--- config.mk ---
export PLATFORM = sky130hd
export DESIGN_NAME = uart_loader
export DESIGN_NICKNAME = d
export VERILOG_FILES = /design/src/rtl/uart_loader_pkg.sv /design/src/rtl/uart_rx_reader.sv /design/src/rtl/uart_loader.sv
export SDC_FILE = /design/constraint.sdc
export NUM_CORES = 1
export LEC_CHECK = 0
export ABC_AREA = 1
export BUFFER_PORTS_ARGS = -buffer_cell sky130_fd_sc_hd__buf_2
export CORE_ASPECT_RATIO = 0.9
export CORE_MARGIN = 4
export CORE_UTILIZATION = 56
export CTS_CLUSTER_SIZE = 12
export DETAILED_ROUTE_END_ITERATION = 16
export PLACE_DENSITY = 0.86
export SLEW_MARGIN = 20
export SYNTH_ARGS = -nofsm -noshare
export SYNTH_HDL_FRONTEND = slang
export SYNTH_SLANG_ARGS = --single-unit
--- constraint.sdc ---
create_clock -name clk -period 2.7 [get_ports clk]
set_input_delay 0 -clock clk [delete_from_list [all_inputs] [get_ports clk]]
set_output_delay 0 -clock clk [all_outputs]
set_load 0.05 [all_outputs]
--- src/rtl/uart_loader_pkg.sv ---
// Shared constants, state encoding and helpers for the UART boot loader.
// Optional trailing checksum byte is enabled by defining UART_LOADER_CKSUM_EN.
package uart_loader_pkg;

  localparam int unsigned BYTE_W = 8;
  localparam int unsigned ADDR_W = 32;
  localparam int unsigned DATA_W = 32;
  localparam int unsigned CNT_W  = 9;
  localparam int unsigned IDX_W  = 2;

  localparam logic [BYTE_W-1:0] CMD_WRITE = 8'h57;
  localparam logic [BYTE_W-1:0] CMD_JUMP  = 8'h4A;
  localparam logic [BYTE_W-1:0] RESP_ACK  = 8'h06;
  localparam logic [BYTE_W-1:0] RESP_NAK  = 8'h15;
  localparam logic [BYTE_W-1:0] RESP_UNK  = 8'h3F;

  typedef enum logic [2:0] {
    ST_IDLE,
    ST_ADDR,
    ST_COUNT,
    ST_DATA,
    ST_MEMW,
`ifdef UART_LOADER_CKSUM_EN
    ST_CKSUM,
`endif
    ST_RESP
  } state_e;

  // States in which the parser consumes a byte from the RX FIFO.
  function automatic logic needs_byte(input state_e s);
    case (s)
      ST_IDLE, ST_ADDR, ST_COUNT, ST_DATA: return 1'b1;
`ifdef UART_LOADER_CKSUM_EN
      ST_CKSUM: return 1'b1;
`endif
      default: return 1'b0;
    endcase
  endfunction

endpackage

--- src/rtl/uart_rx_reader.sv ---
// Pop / wait / re-pop handshake against the UART RX FIFO.
// A pop is issued for one cycle, the following cycle is the wait cycle in
// which rx_ack qualifies rx_data; no ack means the pop is simply repeated.
module uart_rx_reader
  import uart_loader_pkg::*;
(
  input  logic              clk,
  input  logic              rst_n,
  input  logic              want,
  input  logic              rx_ack,
  input  logic [BYTE_W-1:0] rx_data,
  output logic              rx_pop,
  output logic              byte_valid_c,
  output logic [BYTE_W-1:0] byte_data_c
);

  logic wait_q;

  // Pop whenever the parser wants a byte and the previous cycle was not a pop.
  always_ff @(posedge clk or negedge rst_n) begin
    if (!rst_n) begin
      rx_pop <= 1'b0;
      wait_q <= 1'b0;
    end else begin
      rx_pop <= want & ~rx_pop;
      wait_q <= rx_pop;
    end
  end

  // rx_ack outside the wait cycle belongs to no pop of ours and is ignored.
  assign byte_valid_c = wait_q & rx_ack;
  assign byte_data_c  = rx_data;

endmodule

--- src/rtl/uart_loader.sv ---
// Framed loader protocol decoder: WRITE words into memory, JUMP to an entry
// address, one response byte per frame. Build option: UART_LOADER_CKSUM_EN
// adds a trailing 8-bit additive checksum byte to every WRITE/JUMP frame.
module uart_loader
  import uart_loader_pkg::*;
(
  input  logic              clk,
  input  logic              rst_n,
  input  logic [BYTE_W-1:0] rx_data,
  output logic              rx_pop,
  input  logic              rx_ack,
  output logic [BYTE_W-1:0] tx_data,
  output logic              tx_available,
  input  logic              tx_ack,
  output logic              mem_valid,
  output logic [ADDR_W-1:0] mem_addr,
  output logic [DATA_W-1:0] mem_wdata,
  input  logic              mem_ready,
  output logic              boot_valid,
  output logic [ADDR_W-1:0] boot_addr,
  output logic              busy
);

  state_e             state_q, state_d;
  logic [IDX_W-1:0]   idx_q, idx_d;
  logic [CNT_W-1:0]   cnt_q, cnt_d;
  logic               jump_q, jump_d;
  logic [ADDR_W-1:0]  addr_d;
  logic [DATA_W-1:0]  wdata_d;
  logic               mem_valid_d;
  logic               tx_available_d;
  logic [BYTE_W-1:0]  tx_data_d;
  logic               boot_valid_d;
  logic [ADDR_W-1:0]  boot_addr_d;
  logic               enter_resp;
  logic               take_boot;
  logic [BYTE_W-1:0]  resp_byte;
`ifdef UART_LOADER_CKSUM_EN
  logic [BYTE_W-1:0]  sum_q, sum_d;
`endif

  logic               want_c;
  logic               byte_valid_c;
  logic [BYTE_W-1:0]  byte_data_c;

  // Request a byte whenever the state being entered consumes one.
  assign want_c = needs_byte(state_d);

  uart_rx_reader u_rx_reader (
    .clk          (clk),
    .rst_n        (rst_n),
    .want         (want_c),
    .rx_ack       (rx_ack),
    .rx_data      (rx_data),
    .rx_pop       (rx_pop),
    .byte_valid_c (byte_valid_c),
    .byte_data_c  (byte_data_c)
  );

  // State and registered outputs; mem_addr/mem_wdata double as the frame's
  // address and word assembly registers.
  always_ff @(posedge clk or negedge rst_n) begin
    if (!rst_n) begin
      state_q      <= ST_IDLE;
      idx_q        <= '0;
      cnt_q        <= '0;
      jump_q       <= 1'b0;
      mem_addr     <= '0;
      mem_wdata    <= '0;
      mem_valid    <= 1'b0;
      tx_available <= 1'b0;
      tx_data      <= '0;
      boot_valid   <= 1'b0;
      boot_addr    <= '0;
      busy         <= 1'b0;
`ifdef UART_LOADER_CKSUM_EN
      sum_q        <= '0;
`endif
    end else begin
      state_q      <= state_d;
      idx_q        <= idx_d;
      cnt_q        <= cnt_d;
      jump_q       <= jump_d;
      mem_addr     <= addr_d;
      mem_wdata    <= wdata_d;
      mem_valid    <= mem_valid_d;
      tx_available <= tx_available_d;
      tx_data      <= tx_data_d;
      boot_valid   <= boot_valid_d;
      boot_addr    <= boot_addr_d;
      busy         <= (state_d != ST_IDLE);
`ifdef UART_LOADER_CKSUM_EN
      sum_q        <= sum_d;
`endif
    end
  end

  // Frame parser: next state and next output values.
  always_comb begin
    state_d        = state_q;
    idx_d          = idx_q;
    cnt_d          = cnt_q;
    jump_d         = jump_q;
    addr_d         = mem_addr;
    wdata_d        = mem_wdata;
    mem_valid_d    = mem_valid;
    tx_available_d = tx_available;
    tx_data_d      = tx_data;
    boot_valid_d   = 1'b0;
    boot_addr_d    = boot_addr;
    enter_resp     = 1'b0;
    take_boot      = 1'b0;
    resp_byte      = RESP_ACK;
`ifdef UART_LOADER_CKSUM_EN
    sum_d          = sum_q;
`endif

    case (state_q)
      ST_IDLE: begin
        if (byte_valid_c) begin
          if (byte_data_c == CMD_WRITE || byte_data_c == CMD_JUMP) begin
            state_d = ST_ADDR;
            idx_d   = '0;
            jump_d  = (byte_data_c == CMD_JUMP);
          end else begin
            enter_resp = 1'b1;
            resp_byte  = RESP_UNK;
          end
        end
      end

      ST_ADDR: begin
        if (byte_valid_c) begin
          addr_d = {byte_data_c, mem_addr[ADDR_W-1:BYTE_W]};
          idx_d  = IDX_W'(idx_q + 1'b1);
          if (idx_q == IDX_W'(3)) begin
            addr_d[1:0] = 2'b00;
            if (!jump_q) begin
              state_d = ST_COUNT;
            end else begin
`ifdef UART_LOADER_CKSUM_EN
              state_d = ST_CKSUM;
`else
              enter_resp = 1'b1;
              take_boot  = 1'b1;
`endif
            end
          end
        end
      end

      ST_COUNT: begin
        if (byte_valid_c) begin
          cnt_d   = (byte_data_c == 8'h00) ? CNT_W'(256) : CNT_W'(byte_data_c);
          idx_d   = '0;
          state_d = ST_DATA;
        end
      end

      ST_DATA: begin
        if (byte_valid_c) begin
          wdata_d = {byte_data_c, mem_wdata[DATA_W-1:BYTE_W]};
          idx_d   = IDX_W'(idx_q + 1'b1);
          if (idx_q == IDX_W'(3)) begin
            state_d     = ST_MEMW;
            mem_valid_d = 1'b1;
          end
        end
      end

      ST_MEMW: begin
        if (mem_ready) begin
          mem_valid_d = 1'b0;
          addr_d      = ADDR_W'(mem_addr + 32'd4);
          cnt_d       = CNT_W'(cnt_q - 1'b1);
          if (cnt_q == CNT_W'(1)) begin
`ifdef UART_LOADER_CKSUM_EN
            state_d = ST_CKSUM;
`else
            enter_resp = 1'b1;
`endif
          end else begin
            state_d = ST_DATA;
          end
        end
      end

`ifdef UART_LOADER_CKSUM_EN
      ST_CKSUM: begin
        if (byte_valid_c) begin
          enter_resp = 1'b1;
          if (byte_data_c == sum_q) begin
            take_boot = jump_q;
          end else begin
            resp_byte = RESP_NAK;
          end
        end
      end
`endif

      ST_RESP: begin
        if (tx_ack) begin
          tx_available_d = 1'b0;
          state_d        = ST_IDLE;
        end
      end

      default: state_d = ST_IDLE;
    endcase

    if (enter_resp) begin
      state_d        = ST_RESP;
      tx_available_d = 1'b1;
      tx_data_d      = resp_byte;
    end

    if (take_boot) begin
      boot_valid_d = 1'b1;
      boot_addr_d  = addr_d;
    end

`ifdef UART_LOADER_CKSUM_EN
    // Running sum restarts at the command byte and covers everything after it.
    if (byte_valid_c) begin
      sum_d = (state_q == ST_IDLE) ? '0 : BYTE_W'(sum_q + byte_data_c);
    end
`endif
  end

endmodule

### Word-level counts from Yosys, hierarchy flattened

Cells that the tools add are included.

* flip-flop bits (word level): 125
* logic and storage cells: 104
* input bits: 13
* output and inout bits: 109

* reduce and logical (&&, ||, !) cells: 18
* add/subtract/negate cells: 3
* bitwise gates (word level): 3
* eq/ne operators: 19
* multiplexer cells: 47

Operator list (count)
* 32-bit two-way mux: 2
* 32-bit one-hot mux with 2 select lines: 1
* 3-bit two-way mux: 12
* 32-bit by 3-bit adder with 32-bit output (second input constant): 1
* 9-bit two-way mux: 3
* 6-bit two-way mux: 3
* 3-bit one-hot mux with 6 select lines: 1
* 9-bit one-hot mux with 2 select lines: 1
* 8-bit by 7-bit equality test with 1-bit output (second input constant): 2
* 1-bit two-way mux: 16
* 3-bit by 2-bit equality test with 1-bit output (second input constant): 4
* 2-bit inequality test (second input constant): 6
* 2-bit two-way mux: 5
* 9-bit by 1-bit equality test with 1-bit output (second input constant): 1
* 9-bit by 1-bit subtractor with 9-bit output (second input constant): 1
* 8-bit logical NOT: 1
* 2-bit nonzero test: 4
* 3-bit by 1-bit equality test with 1-bit output (second input constant): 2
* 3-bit equality test (second input constant): 2
* 3-bit logical NOT: 2
* 2-bit one-hot mux with 3 select lines: 1
* 3-bit AND reduction: 2
* 3-bit nonzero test: 2
* 5-bit AND reduction: 1
* 12 further kinds: 14

### Depth between registers and ports, before layout

Gate-level depths: netlist of the first run.

* word-level depth: 10
* mapped depth: 12

### Hierarchy

A second synthesis of the first run with hierarchy kept.

* cells, all modules: 814
* area total of the unflattened synthesis: 6133.4 um^2

Modules (own cells, without submodules)
* uart_loader: instances 1, cells an instance 800, area each 6005.8 um^2
* uart_rx_reader: instances 1, cells an instance 14, area each 127.6 um^2

### Worst setup path after synthesis of the first run

Ideal clock, no wire load.

* path type: register to register
* from: reg mem_addr[2]
* to: reg boot_addr[24]
* stages on the path, launching flop included: 13
* data required time: 2.582 ns
* period minus slack after synthesis: 1.957 ns
* path slack: 0.743 ns
* arrival: 1.840 ns
* buffers on the path: 0
* path through: dfrtp_1 ha_1 nand2_1 nor2_4 nand2_1 nor2_4 nand3_1 nand2_1 nand2_1 nand2_1 nand2_1 nand2_1 nand2_1

* longest elaborated chain between the ends: 3

RTL lines
* start: declaration: line uart_loader.sv:16 `output logic [ADDR_W-1:0] mem_addr,`
* start signal: assignment: line uart_loader.sv:84 `mem_addr <= addr_d;`
* 32-bit by 3-bit adder with 32-bit output: line uart_loader.sv:174 `addr_d = ADDR_W'(mem_addr + 32'd4);`
* 32-bit two-way mux: line uart_loader.sv:172 `if (mem_ready) begin`
* 32-bit one-hot mux with 2 select lines: line uart_loader.sv:118 `case (state_q)`
* net addr_d[24]: line uart_loader.sv:28 `logic [ADDR_W-1:0] addr_d;`
* end signal: assignment: line uart_loader.sv:90 `boot_addr <= boot_addr_d;`
* end: declaration: line uart_loader.sv:20 `output logic [ADDR_W-1:0] boot_addr,`

The timed path passes the listed nets, and every way through them passes these cells.
A chain may end at the register's enable or synchronous reset.

### Worst setup path after layout of the first run

* from: reg state_q[2]
* to: reg boot_addr[17]

* longest elaborated chain between the ends: 2
* elaborated cells between the ends (all ways): 4
* those cells by class: 2 x eq/ne; 2 x mux

RTL lines
* start: declaration: line uart_loader.sv:24 `state_e state_q, state_d;`
* start signal: assignment: line uart_loader.sv:80 `state_q <= state_d;`
* 3-bit equality test / 3-bit by 1-bit equality test with 1-bit output (equally long branches): line uart_loader.sv:118
* 32-bit one-hot mux with 2 select lines *: line uart_loader.sv:118
* net addr_d[17]: line uart_loader.sv:28

Mark *: on every way through the listed nets, which the timed path passes. The rest lies on a longest branch.

==> results.md, run 1 <==
* Clock Skews at 0.00787 ns
* Most used DFF post-synth: dfrtp_1
* Slowest-stage cell, CP: o21ai_4
* Post-DR wirelength/cell at 16.4 microns
* CP Buf/Inv Count at 0
* Routed WL at 16600 microns
* Die Height at 107 microns
* DP Area at 0.00668 sq mm
* Final Cell Area at 0.00737 sq mm
* Iter 0 DRT Violations at 676
* Largest net degree at the start of global routing at 81
* All-Layer GR Usage at 0.276
* Final hold vios at 0
* TritonCTS Buffers at 17
* Setup ws final at 0.690 ns
* Starting Density at 0.582
* DR vias at 5711
* Io pins at 122
* Ys async rst share at 1.00
* Port Buf Inserts at 119
* Residual DRC at 0
* H-tree depth at 4
* Synthesized instance count at 747
* Cell chain of the critical path: nor2_4, nand2_4, o21ai_4, nand2_1, o21ai_0, o21bai_1, nand2_1, nand2_1
* Worst hold path class: in -> reg
* Status: finished, final reports clean
* Initial antenna violation count at 0
* Crit path capture type: register
* Number of standard cells in the final layout excluding fillers at 1016
* Worst-path maximum fanout at 28
* Drt first pass iters at 5
* Area Overhead vs Synth at 22.0%
* Final Critical Period at 2.01 ns
* VDD IR-drop max at 0.821 mV
* Rows at 35
* Setup WS pre-CTS at 0.733 ns
* Max-cap viol count at 0
* Post_cts resized at 0
* Die area at 0.0125 sq mm
* Power Density at 1200 mW/mm^2
* Clk sinks at 119
* Synth cell types at 44
* Setup violators final at 0
* Inst Count DP at 973
* Post-DP HPWL at 11200 microns
* Wire length of the first global-routing pass at 27200 microns
* Layout Nets at 891
* Yosys reg bits at 119
* CP delay by family, top: compound AO/OA/AOI/OAI gates
* Gpl congestion at 0.940
* Req. time, crit path at 3.06 ns
* Clock Path Buffers at 2
* Max-slew headroom at 0.429
* Slew Viols, Final at 0
* Fmax at 497 MHz
* Fin crit share at 0.745
* Most used cell, CP: nand2_1
* Crit path launch type: register
* Grt total ovfl at 0
* Worst path max stage delay at 0.65 ns
* Post-synthesis sequential area ratio at 0.493
* Post-route ant nets at 0
* Latest clock arrival within the worst-skew pair at 0.42 ns
* Core area at 0.0104 sq mm
* RSZ-0062 raised after global routing: no
* Ant diodes at 0
* Transition time at the pin with the least slew margin at 0.854 ns
* Final Total Pwr at 0.00883 W
* DIE WIDTH at 117 microns
* Setup_tns at 0 ns
* CTS root buffer: clkbuf_16
* Vias per cell at 5.62
* Synth Warn # at 0
* CP Class: reg -> reg
* Fraction of layout cells with a size suffix above 1 at 0.224
* Leakage power at 3.92 nW
* CTS tree: built
* Post-synth EDFFs at 0
* Synthesized cell area at 0.00604 sq mm
* Worst-path clk slew at 0.06 ns
* Critical Path AT at 2.37 ns
* Fillers at 794
* Number of global-route vias before repair at 5493
* Mean Syn Cell Area at 8.08 sq um
[power by group]
group,switching (W),total (W),internal (W)
logic,0.00288,0.00376,0.000882
clock network,0.000854,0.00217,0.00132
registers,0.000594,0.00289,0.00230
[cell type report]
type / instances / area, sq um / area share
sequential: 119 / 2980 / 0.404
multi-input combinational: 512 / 2550 / 0.347
timing repair buffer: 137 / 773 / 0.105
clock buffer: 19 / 453 / 0.0615
inverter: 87 / 328 / 0.0445
tap: 129 / 161 / 0.0219
clock inverter: 13 / 123 / 0.0166
[placed cells by master, fill, tap and decap left out, types with 3 or more instances in the layout]
cell	n
o21bai_1	3
buf_2	118
o21ai_2	5
a31oi_1	9
inv_1	81
a22oi_1	14
xor2_1	4
nor2_1	64
clkinvlp_4	4
dfrtp_1	119
ha_1	4
nand2_2	4
a21oi_1	15
nor2_4	5
clkinv_4	4
buf_4	7
nand3_1	49
o21ai_0	48
inv_2	5
clkinv_2	3
dlygate4sd3_1	11
clkbuf_16	17
nand2_1	220
nand4_1	19
nor2_2	3
mux2_2	8
nor3_1	10
[worst reg2reg max path, cell delays in order (launching register included)]
cell      delay (ns)
dfrtp_1         0.46
nor2_4          0.17
nand2_4         0.12
o21ai_4         0.66
nand2_1         0.13
o21ai_0         0.12
o21bai_1        0.17
nand2_1         0.07
nand2_1         0.06
[timing repair]
item,in CTS,in global routing
hold endpoints to repair,55,0
buffers inserted,0,0
hold buffers,11,0
[registers in the layout (all words and copies together), names as in the netlist]
register,cells
boot_addr,32
mem_addr,32
mem_wdata,32
cnt_q,9
state_q,3
idx_q,2
tx_data,2
boot_valid,1
busy,1
jump_q,1
mem_valid,1
tx_available,1
u_rx_reader.rx_pop,1
u_rx_reader.wait_q,1
[through the flow]
step / hold WS, ns / utilization
2_1_floorplan: -0.296 / -
3_3_place_gp: 0.0127 / 0.644
3_5_place_dp: 0.00864 / 0.644
4_1_cts: 0.0875 / 0.710
5_1_grt: 0.119 / 0.710
6_report: 0.102 / 0.710
[final timing paths]
path,startpoint,to,slack [ns],cells past startpoint
min reg2reg,u_rx_reader.rx_pop$_DFF_PN0_,u_rx_reader.wait_q$_DFF_PN0_,0.40,0
max in group asynchronous,rst_n,mem_wdata[3]$_DFFE_PN0P_,1.80,3
min in group asynchronous,rst_n,boot_addr[2]$_DFFE_PN0P_,0.11,2
max,state_q[2]$_DFF_PN0_,boot_addr[17]$_DFFE_PN0P_,0.69,8
max reg2reg,state_q[2]$_DFF_PN0_,boot_addr[17]$_DFFE_PN0P_,0.69,8
min,mem_ready,mem_addr[2]$_DFF_PN0_,0.10,3
[synthesized netlist by cell type, drive strengths merged (3+ instances only)]
cell type	number	area, sq um
clkbuf	6	22.5
a22oi	15	118
a21oi	15	75.1
nand4	19	119
o21ai	55	305
nand2	225	860
buf	24	163
nand3	49	245
o211ai	4	40.0
inv	86	323
ha	4	50.1
xor2	4	35.0
nor3	11	66.3
nor2	73	335
a31oi	9	56.3
mux2	8	90.1
o21bai	3	22.5
dfrtp	119	2980
[kinds of logic after synthesis]
logic type / count (synthesis) / share of synthesized area
and+or+nand+nor: 384 / 0.277
DFF: 119 / 0.493
buffers and inverters: 117 / 0.0850
AOI/OAI and AO/OA: 108 / 0.112
muxes: 8 / 0.0149
xor gates and xnor gates: 6 / 0.00870
adders and majority gates: 4 / 0.00829
other: 1 / 0.000621
[metal layers]
metal  up-vias  GRT usage  share of wire
li1       2669          -              -
met1      2693      0.353           0.40
met2       305      0.442           0.48
met3        44     0.0952           0.10
met4         0     0.0912          0.020
met5         -          0              0
(Power assumes the default switching activity.)
==> run 2: changes to the inputs <==
--- a/config.mk
+++ b/config.mk
@@ -9,10 +9,10 @@
 export BUFFER_PORTS_ARGS = -buffer_cell sky130_fd_sc_hd__buf_2
 export CORE_ASPECT_RATIO = 0.9
 export CORE_MARGIN = 4
-export CORE_UTILIZATION = 56
+export CORE_UTILIZATION = 50
 export CTS_CLUSTER_SIZE = 12
 export DETAILED_ROUTE_END_ITERATION = 16
-export PLACE_DENSITY = 0.86
+export PLACE_DENSITY = 0.82
 export SLEW_MARGIN = 20
 export SYNTH_ARGS = -nofsm -noshare
 export SYNTH_HDL_FRONTEND = slang
==> constraint.sdc (replaced) <==
create_clock -name clk -period 1.8 [get_ports clk]
set_input_delay 0 -clock clk [delete_from_list [all_inputs] [get_ports clk]]
set_output_delay 0 -clock clk [all_outputs]
set_load 0.05 [all_outputs]
==> run 2 against run 1 <==
Non-clock buffer count grew 31. Highest routed layer unchanged. Global-route usage shrank 3.0 points. First-iteration DRC count shrank 23%.
==> results.md, run 2 (synthesized netlist as in run 1, its figures left out) <==
* Status: finished, final reports clean
* Critical Path AT at 2.02 ns
* Gpl congestion at 0.901
* Fin crit share at 0.952
* R2r startpoint: mem_addr[6]$_DFF_PN0_
* Number of global-route vias before repair at 5319
* Die Height at 112 microns
* Io pins at 122
* Initial antenna violation count at 0
* Core area at 0.0116 sq mm
* Rows at 37
* Die area at 0.0139 sq mm
* Req. time, crit path at 2.10 ns
* TritonCTS Buffers at 17
* H-tree depth at 4
* DR vias at 5747
* Clock Skews at 0.00659 ns
* Worst-path clk slew at 0.06 ns
* Post-DP HPWL at 11400 microns
* Drt first pass iters at 6
* Crit path launch type: register
* Starting Density at 0.520
* Fraction of layout cells with a size suffix above 1 at 0.280
* DP Area at 0.00692 sq mm
* Fmax at 583 MHz
* Worst hold path class: in -> reg
* Final Cell Area at 0.00791 sq mm
* Worst-path maximum fanout at 5
* Power Density at 1840 mW/mm^2
* All-Layer GR Usage at 0.246
* Iter 0 DRT Violations at 523
* Max-slew headroom at 0.590
* Clock Path Buffers at 2
* Post-route ant nets at 0
* Slew Viols, Final at 0
* Number of standard cells in the final layout excluding fillers at 1074
* VDD IR-drop max at 1.37 mV
* Hold WS at 0.00777 ns
* Leakage power at 4.18 nW
* Top Usage Layer GRT: met2
* CP Class: reg -> reg
* Ant diodes at 0
* Reg2reg setup slack at 0.09 ns
* Latest clock arrival within the worst-skew pair at 0.41 ns
* CTS tree: built
* Area Overhead vs Synth at 30.9%
* Port Buf Inserts at 119
* Grt met1 use at 0.341
* Final hold vios at 0
* HP Start: rx_data[7]
* Commonest non-fill, non-tap cell in the layout: nand2_1
* Most frequent cells in the layout: nand2_1 (215), buf_2 (118), dfrtp_1 (107)
* Grt total ovfl at 0
* Crit path from: mem_addr[6]$_DFF_PN0_
* Crit path capture type: register
* Largest net degree at the start of global routing at 57
* Wire length of the first global-routing pass at 26600 microns
* Transition time at the pin with the least slew margin at 0.615 ns
* Layout Nets at 922
* Clk sinks at 119
* Max-cap viol count at 0
* Post-DR wirelength/cell at 15.7 microns
* Vias per cell at 5.35
* Final Critical Period at 1.71 ns
* CTS root buffer: clkbuf_16
* Met3 usage at 0.0786
* Setup_tns at 0 ns
* DIE WIDTH at 124 microns
* Inst Count DP at 1021
* Routed WL at 16900 microns
* Residual DRC at 0
* RSZ-0062 raised after global routing: yes
* Met2 Use GR at 0.359
* Biggest regs: boot_addr (32), mem_addr (32), mem_wdata (32)
* Setup violators final at 0
-- run 2: what timing repair did --
action,in CTS,in global routing
setup endpoints to repair,0,26
hold buffers,9,0
resized for setup,0,24
endpoints found under the hold margin,58,0
setup buffers,0,12
-- run 2: stage by stage --
stage	util	total power, W	worst slack (ns)
after floorplan	-	0.00857	0.00179
after global placement	0.596	0.0101	0.134
after detailed placement	0.596	0.0102	0.110
after CTS	0.667	0.0145	0.0503
after global routing	0.680	0.0153	-0.0228
final	0.680	0.0146	0.0857
-- run 2: routing by layer --
layer  up-vias  wire length, microns
li1       2740                     -
met1      2666                  7200
met2       306                  7560
met3        35                  1710
met4         0                   383
met5         -                     0
-- run 2: worst max-delay path, cell delays in order (launching register included) --
cell	delay [ns]
dfrtp_2	0.42
nand2_1	0.15
nor2_2	0.17
nand3_1	0.16
nor2_4	0.14
clkbuf_2	0.17
nand4_1	0.09
nand3_1	0.11
nand2_1	0.07
nand2_1	0.06
nand2_1	0.05
-- run 2: layout make-up --
class	instances	area (sq um)
Fill cell	884	3710
Sequential cell	119	2990
Clock buffer	21	470
Multi-Input combinational cell	512	2620
Clock inverter	11	267
Tap cell	156	195
Inverter	87	328
Timing Repair Buffer	168	1040
-- run 2: final timing paths --
check | endpoint | depth (start not counted)
worst min-delay path | mem_wdata[31]$_DFFE_PN0P_ | 3
min in group asynchronous | mem_wdata[23]$_DFFE_PN0P_ | 2
worst min register to register | u_rx_reader.wait_q$_DFF_PN0_ | 0
worst max-delay path | boot_addr[27]$_DFFE_PN0P_ | 10
max in group asynchronous | mem_addr[2]$_DFF_PN0_ | 3
worst max register to register | boot_addr[27]$_DFFE_PN0P_ | 10
-- run 2: power breakdown --
part	total, W	internal, W	switching [W]
logic	0.00604	0.00159	0.00445
clock network	0.00422	0.00299	0.00123
registers	0.00431	0.00347	0.000842
total	0.0146	0.00806	0.00652
